`src/rtl/serial_subtractor.sv`:
```
// serial_subtractor: bit-serial unsigned subtractor computing a - b - bin, LSB first, one bit per cycle.
//   clk   : clock, all state changes on rising edge
//   rst   : synchronous active-high reset
//   start : begin a subtraction (honoured in IDLE or DONE only)
//   a, b  : minuend / subtrahend, latched on the accepted start cycle
//   bin   : borrow-in, latched on the accepted start cycle
//   busy  : high during the WIDTH shift cycles
//   done  : one-cycle pulse when diff/bout take the new result
//   diff  : a - b - bin modulo 2^WIDTH, held until the next result
//   bout  : borrow-out, 1 when a < b + bin
module serial_subtractor #(
    parameter int WIDTH = 4
) (
    input  logic             clk,
    input  logic             rst,
    input  logic             start,
    input  logic [WIDTH-1:0] a,
    input  logic [WIDTH-1:0] b,
    input  logic             bin,
    output logic             busy,
    output logic             done,
    output logic [WIDTH-1:0] diff,
    output logic             bout
);
    localparam int CW = $clog2(WIDTH);

    typedef enum logic [1:0] {IDLE, SHIFT, DONE} state_t;

    state_t           state, state_nx;
    logic [WIDTH-1:0] a_q, b_q, sh;
    logic [CW-1:0]    cnt;
    logic             br, accept, last, ai, bi, d, br_nx;

    always_ff @(posedge clk) begin
        if (rst) state <= IDLE;
        else     state <= state_nx;
    end

    always_comb begin
        accept   = start && (state == IDLE || state == DONE);
        last     = cnt == CW'(WIDTH - 1);
        ai       = a_q[cnt];
        bi       = b_q[cnt];
        d        = ai ^ bi ^ br;
        br_nx    = (~ai & bi) | (~(ai ^ bi) & br);
        state_nx = (state == SHIFT) ? (last ? DONE : SHIFT) : (accept ? SHIFT : IDLE);
        busy     = state == SHIFT;
        done     = state == DONE;
    end

    // The shift register fills from the MSB end; diff is a separate output
    // register so the previous result stays visible while a new one is built.
    always_ff @(posedge clk) begin
        if (rst) begin
            a_q  <= '0;
            b_q  <= '0;
            br   <= 1'b0;
            cnt  <= '0;
            sh   <= '0;
            diff <= '0;
            bout <= 1'b0;
        end else if (accept) begin
            a_q <= a;
            b_q <= b;
            br  <= bin;
            cnt <= '0;
            sh  <= '0;
        end else if (state == SHIFT) begin
            sh  <= {d, sh[WIDTH-1:1]};
            br  <= br_nx;
            cnt <= last ? '0 : cnt + 1'b1;
            if (last) begin
                diff <= {d, sh[WIDTH-1:1]};
                bout <= br_nx;
            end
        end
    end
endmodule

```
`config.mk`:
```
export PLATFORM = sky130hd
export DESIGN_NAME = serial_subtractor
export DESIGN_NICKNAME = d
export VERILOG_FILES = /design/src/rtl/serial_subtractor.sv
export SDC_FILE = /design/constraint.sdc
export NUM_CORES = 1
export LEC_CHECK = 0
export ABC_AREA = 1
export CAP_MARGIN = 10
export CORE_MARGIN = 10
export CORE_UTILIZATION = 30
export DETAILED_ROUTE_END_ITERATION = 10
export PLACE_DENSITY_LB_ADDON = 0.12
export SLEW_MARGIN = 20
export SYNTH_ARGS = -nofsm -noshare
export SYNTH_HDL_FRONTEND = slang
export SYNTH_SLANG_ARGS = --single-unit
```
`constraint.sdc`:
```
create_clock -name clk -period 1.7 [get_ports clk]
set_clock_uncertainty 0.1 [all_clocks]
set_input_delay 0.34 -clock clk [delete_from_list [all_inputs] [get_ports clk]]
set_output_delay 0.34 -clock clk [all_outputs]
set_load 0.01 [all_outputs]
```
==> out/results.md <==
## Yosys
- **Most used DFF post-synth** sky130_fd_sc_hd__dfxtp_1
- **count of flip-flops with a built-in enable after synthesis** 0
- **post-synthesis instance area** 863 sq um
- **register area share after synthesis** 48.7%
- **number of warnings reported in the yosys synthesis log** 0
- **Mapped Cells** 117
- **synthesized netlist net count** 131
- **commonest cells in the netlist** 29 x sky130_fd_sc_hd__nand2_1, 22 x sky130_fd_sc_hd__nor2_1, 21 x sky130_fd_sc_hd__dfxtp_1
- **Distinct cells, synth** 18
- **share of flip-flops with an asynchronous set or reset after synthesis** 0%
- **area share of the leading cell type in the synthesized netlist** 48.7%
- **most area-hungry cell type in the Yosys netlist** sky130_fd_sc_hd__dfxtp_1
- **Synth Area per Inst** 7.38 sq um
- **largest cells by area after synthesis** sky130_fd_sc_hd__dfxtp_1 49%, sky130_fd_sc_hd__nand2_1 13%, sky130_fd_sc_hd__nor2_1 9.6%
- **most common cell in the netlist** sky130_fd_sc_hd__nand2_1
- **synthesis-stage register bit count** 21

## Layout
- **Non-Filler Instances** 174
- **post-synthesis to final-layout area growth** 33.2%
- **post-layout util** 41.7%
- **post-layout instance area** 0.00115 sq mm
- **share of cells above drive strength 1** 13.3%
- **Register Area** 427 sq um
- **number of antenna diodes** 0
- **final layout net count** 158
- **fill cell count** 280
- **Multi-input gate area** 392 sq um

## Setup path
- **critical path class** reg2out
- **crit path max fanout** 2
- **launching element type of the critical path** flip-flop
- **Largest stage delay, worst path** 540 ps
- **CP arrival** 1200 ps
- **family with the most delay on the worst path** buffers and inverters
- **Cell Chain, Critical Path** clkdlybuf4s50_1
- **slowest CP cell** sky130_fd_sc_hd__clkdlybuf4s50_1
- **critical path capture point type** output pin
- **CP bufs+invs** 1
- **required time worst endpoint** 1260 ps

## Timing
- **part of the cycle the worst path needs** 96.4%
- **final setup violation count** 0
- **Total Neg Setup Slack** 0 ps
- **Worst Tran Pin Value** 263 ps
- **worst hold-check slack** 366 ps
- **f_max** 0.610 GHz
- **final worst slack** 61.3 ps
- **minimum clock period** 1640 ps
- **relative slew slack** 82.4%
- **Final Max Slew Viols** 0
- **number of hold violations in the final report** 0

## Clock tree
- **clock net sink count** 21
- **TritonCTS clock tree** yes
- **number of hold-repair buffers added at the cts stage** 0
- **clock-pin slew on the worst setup and hold paths** 120 ps
- **later-pin clock latency in the skew report** 300 ps
- **Root Driver** sky130_fd_sc_hd__clkbuf_4
- **post-CTS setup buffer count** 0
- **H-tree levels** 1
- **deepest clock path buffer count** 2
- **clock buffers created by TritonCTS** 3

## Detailed routing
- **top routing layer in use** met4
- **DR iter-0 viols** 19
- **Routed WL per cell** 11.4 um
- **vias** 782
- **number of iterations in the first detailed-routing pass** 4
- **count of nets left with antenna violations after detail routing** 0
- **Routed met1 length** 898 um
- **Routed WL** 1.98 mm
- **via/cell ratio** 4.49
- **routed length on met3** 130 um
- **Detail Route met2 WL** 927 um
- **remaining design rule violation count** 0

## Global route
- **wire length of the first global-routing pass** 3.48 mm
- **total routing resource utilization after global routing** 8.05%
- **number of global-route vias before repair** 785
- **largest net degree at the start of global routing** 13
- **overall overflow remaining after global route** 0
- **antenna violations before repair** 0

## Floorplanning
- **Top Ports** 19
- **initial core utilization** 31.3%
- **x dimension of the die** 73.6 um
- **total core area** 0.00276 sq mm
- **Row Count** 19
- **Die H** 73.6 um
- **Die Outline Area** 0.00542 sq mm

## Placed design
- **gpl congestion** 0.741
- **dpl hpwl** 1.57 mm
- **number of input and output port buffers inserted** 18
- **Setup Slack @ Placement** 0.758 ps
- **dpl cell area** 0.00111 sq mm
- **instance count after placement with tap cells included** 170

## Pwr
- **leakage component of the power** 0.501 nW
- **IR drop worst, VDD** 0.534 mV
- **Cell Pwr Density** 794 mW/mm^2
- **post-layout power** 0.913 mW

## Status
- **result of the run** finished, final reports clean

## Run
- **number of maximum-capacitance constraint violations** 0

## Min path
- **class of the worst hold path** reg2reg

[cell usage in the layout (no fill, tap or decap)]
| master | instances |
|---|---|
| sky130_fd_sc_hd__dlygate4sd2_1 | 2 |
| sky130_fd_sc_hd__ha_1 | 1 |
| sky130_fd_sc_hd__o21ai_0 | 9 |
| sky130_fd_sc_hd__o21ai_1 | 2 |
| sky130_fd_sc_hd__nand2_1 | 29 |
| sky130_fd_sc_hd__dfxtp_4 | 1 |
| sky130_fd_sc_hd__buf_4 | 6 |
| sky130_fd_sc_hd__a21oi_2 | 1 |
| sky130_fd_sc_hd__nor2_4 | 1 |
| sky130_fd_sc_hd__clkinv_2 | 2 |
| sky130_fd_sc_hd__nand3_1 | 9 |
| sky130_fd_sc_hd__o22ai_1 | 1 |
| sky130_fd_sc_hd__nor2_1 | 22 |
| sky130_fd_sc_hd__inv_1 | 9 |
| sky130_fd_sc_hd__clkdlybuf4s50_1 | 16 |
| sky130_fd_sc_hd__clkbuf_4 | 3 |
| sky130_fd_sc_hd__dfxtp_2 | 2 |
| sky130_fd_sc_hd__a21oi_1 | 5 |
| sky130_fd_sc_hd__nand2_2 | 1 |
| sky130_fd_sc_hd__dfxtp_1 | 18 |
| sky130_fd_sc_hd__fa_1 | 1 |
| sky130_fd_sc_hd__nand3_2 | 1 |
| sky130_fd_sc_hd__inv_2 | 1 |
[layer usage]
| metal | up-vias | global-route usage [%] |
|---|---|---|
| met2 | 14 | 13.4 |
| met4 | 0 | 2.48 |
| li1 | 422 | - |
| met1 | 342 | 9.11 |
| met5 | - | 0 |
| met3 | 4 | 3.36 |
[power breakdown]
part,total (mW),internal (mW),switching [mW]
logic,0.150,0.0713,0.0783
clock network,0.233,0.0876,0.145
registers,0.530,0.516,0.0145
[cell type report]
cell class	count	area share, %
repair buffers	24	19.4
multi-input cells	83	34.1
inverters	11	3.70
clock buffers	3	1.96
flip-flops and latches	21	37.1
clock inverters	1	0.435
well taps	31	3.37
[timing repair]
action                     4_1_cts  5_1_grt
cloned                           0        0
pin swaps                        0        1
setup endpoints to repair        3        2
resized for setup                4        4
[kinds of logic (layout without fill, tap and decap cells)]
| kind of cell | after synthesis | after routing | synth area share, % |
|---|---|---|---|
| and+or+nand+nor | 63 | 63 | 30.6 |
| DFF | 21 | 21 | 48.7 |
| AOI/OAI and AO/OA | 18 | 18 | 10.6 |
| buffers and inverters | 13 | 39 | 6.38 |
| adders and majority gates | 2 | 2 | 3.77 |
[final timing paths]
check                                     startpoint                   end  slack (ps)  cells past startpoint
worst max-delay path            diff[3]$_SDFFE_PP0P_               diff[3]          60                      1
worst max register to register   cnt[0]$_SDFFE_PP0N_    sh[3]$_SDFFE_PP0N_         110                      7
worst min register to register    sh[1]$_SDFFE_PP0N_  diff[0]$_SDFFE_PP0P_         370                      2
worst min-delay path              sh[1]$_SDFFE_PP0N_  diff[0]$_SDFFE_PP0P_         370                      2
[flip-flops by register name, summed over array words and instances (netlist names)]
name / count
a_q: 4
b_q: 4
diff: 4
sh: 3
cnt: 2
state: 2
bout: 1
br: 1
Note: power is estimated with default switching activity, not from simulation.
